[src/rtl/mul_sequencer.sv]
// Radix-2 shift-add sequencer for mul/mulh/mulhu. It stalls the core while it
// computes, then presents the result for a single writeback cycle.
module mul_sequencer #(
  parameter int XLEN = 32
) (
  input  logic            i_clk,
  input  logic            i_rst,
  input  logic            i_start,
  input  logic [3:0]      i_aluop,
  input  logic [XLEN-1:0] i_a,
  input  logic [XLEN-1:0] i_b,
  output logic            o_stall,
  output logic            o_busy,
  output logic            o_done,
  output logic [XLEN-1:0] o_result
);

  localparam int CW = $clog2(XLEN);

  typedef enum logic [1:0] {
    S_IDLE,
    S_CALC,
    S_FIX,
    S_DONE
  } state_t;

  state_t              r_state;
  logic [CW-1:0]       r_count;
  logic [2*XLEN-1:0]   r_product;
  logic [XLEN-1:0]     r_mcand;
  logic [XLEN-1:0]     r_mplier;
  logic                r_neg;
  logic                r_isMulLow;
  logic                r_busy;
  logic                r_done;
  logic [XLEN-1:0]     r_result;

  logic                w_isMul;
  logic                w_isMulh;
  logic                w_accept;
  logic [XLEN-1:0]     w_absA;
  logic [XLEN-1:0]     w_absB;
  logic [2*XLEN-1:0]   w_addend;
  logic [2*XLEN-1:0]   w_fixed;

  assign w_isMulh = (i_aluop == 4'b0110);
  assign w_isMul  = i_start && ((i_aluop == 4'b0101) || w_isMulh || (i_aluop == 4'b0111));
  assign w_accept = w_isMul && ((r_state == S_IDLE) || (r_state == S_DONE));

  // Magnitude of the most negative value wraps back onto itself, which is
  // exactly the unsigned magnitude we want.
  assign w_absA = (w_isMulh && i_a[XLEN-1]) ? -i_a : i_a;
  assign w_absB = (w_isMulh && i_b[XLEN-1]) ? -i_b : i_b;

  assign w_addend = r_mplier[0] ? ({{XLEN{1'b0}}, r_mcand} << r_count) : '0;
  assign w_fixed  = r_neg ? -r_product : r_product;

  assign o_stall  = w_accept || (r_state == S_CALC) || (r_state == S_FIX);
  assign o_busy   = r_busy;
  assign o_done   = r_done;
  assign o_result = r_result;

  always_ff @(posedge i_clk) begin
    if (i_rst) begin
      r_state    <= S_IDLE;
      r_count    <= '0;
      r_product  <= '0;
      r_mcand    <= '0;
      r_mplier   <= '0;
      r_neg      <= 1'b0;
      r_isMulLow <= 1'b0;
      r_busy     <= 1'b0;
      r_done     <= 1'b0;
      r_result   <= '0;
    end else begin
      case (r_state)
        S_IDLE, S_DONE: begin
          r_done <= 1'b0;
          if (w_accept) begin
            r_state    <= S_CALC;
            r_busy     <= 1'b1;
            r_count    <= '0;
            r_product  <= '0;
            r_mcand    <= w_absA;
            r_mplier   <= w_absB;
            r_neg      <= w_isMulh && (i_a[XLEN-1] ^ i_b[XLEN-1]);
            r_isMulLow <= (i_aluop == 4'b0101);
          end else begin
            r_state <= S_IDLE;
          end
        end
        S_CALC: begin
          r_product <= r_product + w_addend;
          r_mplier  <= r_mplier >> 1;
          r_count   <= r_count + CW'(1);
          if (r_count == CW'(XLEN - 1)) begin
            r_state <= S_FIX;
          end
        end
        S_FIX: begin
          // Sign is applied once to the full-width magnitude product.
          r_product <= w_fixed;
          r_result  <= r_isMulLow ? w_fixed[XLEN-1:0] : w_fixed[2*XLEN-1:XLEN];
          r_busy    <= 1'b0;
          r_done    <= 1'b1;
          r_state   <= S_DONE;
        end
        default: begin
          r_state <= S_IDLE;
        end
      endcase
    end
  end

endmodule
[config.mk]
export PLATFORM = sky130hd
export DESIGN_NAME = mul_sequencer
export DESIGN_NICKNAME = d
export VERILOG_FILES = /design/src/rtl/mul_sequencer.sv
export SDC_FILE = /design/constraint.sdc
export NUM_CORES = 1
export LEC_CHECK = 0
export BUFFER_PORTS_ARGS = -buffer_cell sky130_fd_sc_hd__buf_4
export CORE_UTILIZATION = 60
export CTS_CLUSTER_SIZE = 16
export DETAILED_ROUTE_END_ITERATION = 7
export GPL_ROUTABILITY_DRIVEN = 0
export PLACE_DENSITY = 0.89
export SYNTH_ARGS = -nofsm -noshare
export SYNTH_HDL_FRONTEND = slang
export SYNTH_SLANG_ARGS = --single-unit
[constraint.sdc]
create_clock -name i_clk -period 5.6 [get_ports i_clk]
set_clock_uncertainty 0.05 [all_clocks]
set_input_delay 1.4 -clock i_clk [delete_from_list [all_inputs] [get_ports i_clk]]
set_output_delay 1.4 -clock i_clk [all_outputs]
set_load 0.03 [all_outputs]
### After elaboration in Yosys (flattened, before gate mapping)

Index checks and enable logic that the tools add are counted.

| word-level totals | value |
|---|---|
| flip-flop bits (word level) | 171 |
| input port bits | 71 |
| output and inout port bits | 35 |
| word-level logic and storage cells | 60 |

| operators by class | value |
|---|---|
| $add $sub $neg | 5 |
| equality and inequality tests | 9 |
| shifts and indexed selects | 1 |
| mux-type cells | 17 |
| bitwise logic cells | 1 |
| reductions and logical operators | 17 |

Operator list:

| operator | number |
|---|---|
| $mux 64 | 3 |
| $pmux 64 s3 | 1 |
| $mux 32 | 4 |
| $add 64x64->64 | 1 |
| $neg 32->32 | 2 |
| $neg 64->64 | 1 |
| $pmux 32 s2 | 1 |
| $shl 32x5->64 | 1 |
| $eq 4x3->1 const B | 3 |
| $pmux 5 s2 | 1 |
| $pmux 2 s3 | 1 |
| $reduce_and 2->1 | 3 |
| $add 5x1->5 const B | 1 |
| $eq 5x5->1 const B | 1 |
| $logic_and 1x1->1 | 5 |
| $logic_or 1x1->1 | 5 |
| $mux 5 | 1 |
| $eq 2x2->1 const B | 2 |
| $pmux 1 s2 | 2 |
| $reduce_bool 2->1 | 2 |
| $eq 2x1->1 const B | 1 |
| $logic_not 2->1 | 1 |
| $mux 1 | 2 |
| $mux 2 | 1 |
| other kinds (4) | 4 |

### Depth between registers and ports, before layout

Gate-level depths: netlist of run 1.

| logic depth | value |
|---|---|
| word-level depth | 7 |
| depth in mapped cells | 22 |
| depth with buffers taken out | 19 |

### Worst setup path after synthesis of run 1

Ideal clock, no wire load.

| timing path | value |
|---|---|
| path type | register -> register |
| from | register r_count[0] |
| to | register r_product[58] |
| setup time | 0.134 ns |
| arrival | 4.707 ns |
| path slack | 0.709 ns |
| stages on the path, launching flop included | 19 |
| path buffers | 3 |
| path through | dfxtp_1 > clkbuf_1 > buf_1 > mux4_2 > mux2i_1 > nand2_1 > nand2_1 > mux2i_1 > and2_1 > ha_1 > clkbuf_1 > nand4_1 > or3_1 > or3_1 > o21ba_2 > o221ai_1 > o41ai_1 > xnor2_1 > o22ai_1 |

| between the ends | value |
|---|---|
| word-level cells in the longest chain between the ends | 4 |

Ends and longest elaborated chain:

| element | line | source |
|---|---|---|
| from (decl) | 28 | `logic [CW-1:0] r_count;` |
| from (signal assigned) | 95 | `r_count <= r_count + CW'(1);` |
| $shl 32x5->64 | 55 | `assign w_addend = r_mplier[0] ? ({{XLEN{1'b0}}, r_mcand} << r_count) : '0;` |
| $mux 64 | 55 |  |
| $add 64x64->64 | 93 | `r_product <= r_product + w_addend;` |
| $pmux 64 s3 | 76 | `case (r_state)` |
| to (signal assigned) | 93 |  |
| to (signal assigned) | 102 | `r_product <= w_fixed;` |
| to (decl) | 29 | `logic [2*XLEN-1:0] r_product;` |

Every way passes these cells.
A chain may end at the register's enable or synchronous reset.

### Final worst setup path of run 1

| timing path | value |
|---|---|
| from | register r_count[1] |
| to | register r_product[58] |

Same word-level chain as after synthesis.

==> impl_metrics.py, run 1 <==
metrics = {
    "worst_setup_path": {
        "critPathKind": "flip-flop to flip-flop",
        "crit_required_ns": 5.84,
        "endpoint": "r_product[58]",
        "rr_startpoint": "r_count[1]",
        "r2r-end": "r_product[58]",
        "startpoint": "r_count[1]",
        "worstRegToRegCells": 17,
        "worstPathMaxFanout": 35,
        "arrival_ns": 5.46,
        "rrSetupSlack_ns": 0.39,
        "start_kind": "flip-flop",
        "cp-end-kind": "flip-flop",
    },
    "sta": {
        "drv_slew": 0,
        "rsz0062_at_grt": "false",
        "setup_violations": 0,
        "fin_hold_ws_ns": 0.403,
        "setup_slack_ns": 0.385,
        "slew_headroom_pct": 27.8,
        "worst_pin_slew_ns": 1.08,
        "period_needed_ns": 5.21,
        "tns_ns": 0,
        "fin_crit_sh_pct": 93.1,
        "fmax_mhz": 192,
        "hold_violations": 0,
    },
    "cts": {
        "cts_root_buf": "clkbuf_16",
        "clock_latency_ns": 0.44,
        "cts_sinks": 171,
        "cts_setup_buffers": 0,
        "cts_max_level": 4,
        "cts_tree": "yes",
        "clock_path_buffers": 2,
        "clk_pin_slew_ns": 0.07,
        "cts_buffers": 17,
    },
    "routing": {
        "viasPerCell": 6.82,
        "final_antenna_net_count": 0,
        "vias": 17394,
        "drtIter0Drc": 2841,
        "route.detailed.drc": 24,
        "drtPass1Iterations": 8,
        "drt_wl_total_microns": 51500,
        "wl_per_cell_microns": 20.2,
    },
    "synthesis": {
        "synth_seq_cells": 171,
        "ys_warn_count": 0,
        "syn_inst": 2211,
        "synth_top_family_by_area": "compound AO/OA/AOI/OAI gates",
        "yosys-mux-area-fraction_pct": 8.39,
        "synth_simple_gate_area_share_pct": 24.1,
        "syn-num-nets": 2354,
        "synth_area_sq_mm": 0.0159,
        "avgSynthCellArea_sq_um": 7.18,
        "synth-compound-area-share_pct": 26.4,
        "yosys_most_used_dff": "dfxtp_1",
        "ys_types": 80,
        "synth_edf_count": 0,
        "synth_seq_area_share_pct": 21.6,
        "synth_xor_xnor_area_share_pct": 9.27,
        "synthAdderAreaFrac_pct": 5.72,
        "async_flop_share_pct": 0,
    },
    "finish": {
        "multi_input_area_sq_mm": 0.0118,
        "drive_above_1_share_pct": 10.8,
        "antenna_cells": 0,
        "fillCellCount": 2097,
        "syn_to_final_growth_pct": 9.15,
        "layout_common_cells": "nand2_1 (345), nor2_1 (243), a21oi_1 (205), dfxtp_1 (167), o21ai_0 (142)",
        "layout_commonest_cell": "nand2_1",
        "nets": 2344,
        "seq_area_sq_mm": 0.00343,
        "final_cells": 2549,
    },
    "outcome": {
        "status": "finished with violations",
        "violations": "design-rule violations",
    },
    "hold_path": {
        "holdCritPathClass": "flip-flop to flip-flop",
        "min_from": "r_mplier[10]",
    },
    "floorplan": {
        "start_util_pct": 61.1,
        "io_pins": 106,
        "num_rows": 59,
        "die_h_microns": 165,
        "core-area_sq_mm": 0.0260,
        "die_area_sq_mm": 0.0271,
        "die_w_microns": 165,
    },
    "flow_run": {
        "maxCapViolCount": 0,
    },
    "placed_design": {
        "hpwlAfterDp_microns": 37300,
        "dpl_worst_slack_ns": 0.493,
        "dp.cells": 2517,
        "port_buffers": 105,
    },
    "grt": {
        "grt_max_degree": 95,
        "grt.overflow.total": 0,
        "grt_pass1_vias": 15414,
        "antenna_found_initial": 0,
        "grt_pass1_wl_microns": 80400,
        "grt_util_all_layers_pct": 37.7,
    },
    "power": {
        "p_per_area_mw_per_mm2": 185,
        "ir_drop_uv": 197,
        "power_leakage_uw": 0.00659,
    },
}
## sequential cells by signal, summed over array words and instances (netlist names)
name and cells:
r_neg 1, o_busy 1, r_mplier 32, r_isMulLow 1, o_done 1, r_mcand 32
r_state 2, r_product 64, r_count 5, o_result 32
## power breakdown
part | total (uW) | internal, uW | switching [uW] | leakage (uW)
clock network | 1260 | 693 | 563 | 0.000289
registers | 1300 | 1260 | 41.3 | 0.00138
logic | 656 | 226 | 430 | 0.00492
## cell families (layout without fill, tap and decap cells)
family                   Yosys count  after routing
AO/OA/AOI/OAI                    655            655
multiplexers                     105            105
buffers and inverters            192            195
XOR/XNOR                         168            168
AND/OR/NAND/NOR                  848            848
adder cells (fa/ha/maj)           72             72
flip-flops                       171            171
## what timing repair did
action / in CTS / in global routing
hold buffers: 0 / 0
resized for setup: 0 / 2
setup endpoints to repair: 0 / 3
## stage by stage
stage	power, uW	cell area, sq um	utilization (%)
CTS	3190	17300	66.7
finish	3210	17300	66.7
floorplan	1730	15900	-
global placement	1930	16700	64.3
detailed placement	1960	16700	64.3
global route	3310	17300	66.7
## layer usage
metal | GRT usage, % | part of all wire, %
met2 | 57.5 | 43
met1 | 49.1 | 38
met4 | 21.1 | 5.8
met5 | 0 | 0
met3 | 8.51 | 13
## worst min-delay path by stage
stage                              end  slack, ns  cells after the start
final                     r_mplier[10]       0.40                      2
after global routing       r_mplier[3]       0.42                      2
after CTS                 r_mplier[22]       0.41                      2
after detailed placement  r_mplier[13]       0.39                      2
after global placement    r_mplier[11]       0.39                      2
after floorplan           r_mplier[20]       0.38                      2
## area by class of cell
class	count	area share (%)
multi-input combinational	1848	67.9
sequential	171	19.8
timing repair buffer	131	5.68
clock buffer	19	2.61
tap	335	2.42
clock inverter	13	0.895
inverter	32	0.693
## synthesized netlist by cell type, types with 20 or more instances
| cell | count | area share [%] |
|---|---|---|
| a211oi_1 | 26 | 1.2 |
| a21o_1 | 43 | 2.0 |
| a21oi_1 | 206 | 6.5 |
| a221oi_1 | 27 | 1.5 |
| a31oi_1 | 27 | 1.1 |
| and2_1 | 22 | 0.87 |
| buf_1 | 24 | 0.57 |
| clkbuf_1 | 133 | 3.1 |
| dfxtp_1 | 171 | 22 |
| ha_1 | 71 | 5.6 |
| inv_1 | 32 | 0.76 |
| mux2i_1 | 69 | 4.4 |
| mux4_2 | 21 | 3.0 |
| nand2_1 | 345 | 8.2 |
| nand2b_1 | 20 | 0.79 |
| nand3_1 | 26 | 0.82 |
| nand4_1 | 27 | 1.1 |
| nor2_1 | 244 | 5.8 |
| nor3_1 | 57 | 1.8 |
| o21ai_0 | 143 | 4.5 |
| o22ai_1 | 34 | 1.3 |
| or3_1 | 25 | 0.99 |
| xnor2_1 | 101 | 5.6 |
| xor2_1 | 67 | 3.7 |
## worst max-delay path, cell delays in order, from the launching register on
cell       delay (ns)
dfxtp_1          0.31
buf_4            0.36
mux2i_1          0.30
mux2i_1          0.15
mux2_2           0.30
o21ai_0          0.32
nor2_1           0.08
ha_1             0.39
nand2_1          0.12
nor4b_1          0.43
o31ai_1          0.19
o21ai_0          0.48
o2bb2ai_1        0.26
o21ba_2          0.20
o221ai_1         0.33
o41ai_1          0.53
xnor2_1          0.17
o22ai_1          0.09
Note: power is estimated with default switching activity, not from simulation.
==> run 2: changes to the inputs <==
Settings changed: CELL_PAD_IN_SITES_DETAIL_PLACEMENT set to 0, CELL_PAD_IN_SITES_GLOBAL_PLACEMENT set to 1, CORE_UTILIZATION 60 to 46, PLACE_DENSITY 0.89 to 0.92.
==> run 2 against run 1 <==
Effect of this change:
- the flow now finishes without violations
- die area up 30%
- worst setup slack better by 0.17 ns
- combinational power about the same
- critical path depth unchanged
- routed wire length up 1.8%
- first-iteration DRC count down 37%
- cell count up 4.4%
- non-clock buffer count unchanged
==> impl_metrics.py, run 2 (same netlist as run 1, synthesis figures left out) <==
metrics = {
    "floorplan": {
        "core-area_sq_mm": 0.0338,
        "die_w_microns": 188,
        "io_pins": 106,
        "num_rows": 67,
        "die_area_sq_mm": 0.0353,
        "die_h_microns": 188,
        "start_util_pct": 47.0,
    },
    "finish": {
        "layout_common_cells": "nand2_1 (345), nor2_1 (243), a21oi_1 (206), dfxtp_1 (166), o21ai_0 (142)",
        "largest-register": "r_product",
        "layout_commonest_cell": "nand2_1",
        "nets": 2344,
        "syn_to_final_growth_pct": 10.2,
        "largest_reg_flops": 64,
        "final_cells": 2662,
        "antenna_cells": 0,
        "drive_above_1_share_pct": 10.7,
        "utilization_pct": 51.8,
    },
    "sta": {
        "setup_violations": 0,
        "fin_crit_sh_pct": 90.1,
        "hold_violations": 0,
        "fmax_mhz": 198,
        "setup_slack_ns": 0.555,
        "period_needed_ns": 5.05,
        "tns_ns": 0,
        "drv_slew": 0,
        "worst_pin_slew_ns": 1.02,
        "slew_headroom_pct": 31.8,
        "rsz0062_at_grt": "false",
    },
    "cts": {
        "cts_root_buf": "clkbuf_16",
        "cts_tree": "yes",
        "cts_hold_buf": 0,
        "clock_path_buffers": 2,
        "cts_buffers": 17,
        "cts_sinks": 171,
        "cts_max_level": 4,
        "clk_pin_slew_ns": 0.07,
        "clock_latency_ns": 0.46,
    },
    "worst_setup_path": {
        "cp-end-kind": "flip-flop",
        "r2r-end": "r_product[58]",
        "rrSetupSlack_ns": 0.55,
        "start_kind": "flip-flop",
        "cpMostUsedCell": "a21oi_1",
        "crit_required_ns": 5.86,
        "cpMaxStageDelayCell": "dfxtp_4",
        "max_stage_delay_ns": 0.62,
        "worstRegToRegCells": 17,
        "crit_chain": "mux2_2 > a21oi_1 > nor2_1 > a21oi_1 > mux2_2 > mux2i_1 > and2_1 > ha_1 > a21o_1 > a21oi_1 > o21ai_0 > a221oi_1 > nand3b_1 > o221ai_1 > o41ai_1 > xnor2_1 > o22ai_1",
        "rr_startpoint": "r_count[1]",
        "critPathKind": "flip-flop to flip-flop",
        "startpoint": "r_count[1]",
        "worstPathMaxFanout": 36,
        "arrival_ns": 5.30,
        "endpoint": "r_product[58]",
    },
    "placed_design": {
        "hpwlAfterDp_microns": 40100,
        "dpl_worst_slack_ns": 0.443,
        "port_buffers": 105,
        "dp.cells": 2630,
    },
    "routing": {
        "route.detailed.drc": 0,
        "vias": 16535,
        "final_antenna_net_count": 0,
        "drtPass1Iterations": 6,
        "drtIter0Drc": 1785,
        "viasPerCell": 6.21,
        "drt_wl_total_microns": 52400,
        "wl_per_cell_microns": 19.7,
    },
    "grt": {
        "grt.overflow.total": 0,
        "grt_pass1_wl_microns": 82100,
        "antenna_found_initial": 0,
        "grt_pass1_vias": 15034,
        "grt_util_all_layers_pct": 29.2,
        "grt_max_degree": 78,
    },
    "hold_path": {
        "holdCritPathClass": "flip-flop to flip-flop",
        "holdPathStages": 2,
        "min_from": "r_mplier[6]",
    },
    "power": {
        "total_power_uw": 3240,
        "p_per_area_mw_per_mm2": 185,
        "ir_drop_uv": 221,
        "power_leakage_uw": 0.00662,
    },
    "outcome": {
        "status": "finished clean",
    },
    "flow_run": {
        "maxCapViolCount": 0,
    },
}
-- run 2: cell types whose count changed in the layout (fill, tap and decap cells not counted), moves of 2 or more --
cell	previous run	this run
clkinvlp_4	3	0
inv_8	1	3
inv_6	4	1
clkinv_4	3	6
-- run 2: layout make-up --
type / count / area (sq um)
Fill cell: 3343 / 16300
Multi-Input combinational cell: 1848 / 11800
Sequential cell: 171 / 3430
Timing Repair Buffer: 131 / 983
Tap cell: 448 / 561
Clock buffer: 19 / 443
Clock inverter: 13 / 185
Inverter: 32 / 120
-- run 2: where the power goes --
part | total, uW | internal, uW | switching [uW]
clock | 1290 | 729 | 558
sequential | 1300 | 1260 | 39.4
combinational | 657 | 229 | 428
total | 3240 | 2220 | 1020
-- run 2: worst max-delay path, delay by kind of cell (launching register included) --
kind            cells  cell delay [ns]
simple gates        3             0.40
mux                 3             0.74
xor+xnor            1             0.16
flops               1             0.62
compound gates      9             2.52
fa+ha+maj           1             0.40
-- run 2: layer usage --
layer | track usage (%) | part of all wire (%)
met1 | 40.3 | 44
met2 | 44.4 | 43
met4 | 13.8 | 4.5
met5 | 0 | 0
met3 | 4.59 | 8.4
-- run 2: how the worst min path moves through the flow --
stage,to,slack [ns]
after floorplan,r_mplier[20],0.38
after global placement,r_mplier[20],0.39
after detailed placement,r_mplier[23],0.40
after CTS,r_mplier[6],0.41
after global routing,r_mplier[22],0.42
final,r_mplier[6],0.40
-- run 2: repair_timing --
action                                  CTS  global route
resized for setup                         0             2
endpoints found under the setup margin    0             2
buffers inserted                          0             0
-- run 2: stage by stage --
step	hold WS [ns]	area, sq um
after floorplan	0.377	15900
after global placement	0.387	16900
after detailed placement	0.396	16900
after CTS	0.405	17500
after global routing	0.420	17500
final	0.402	17500
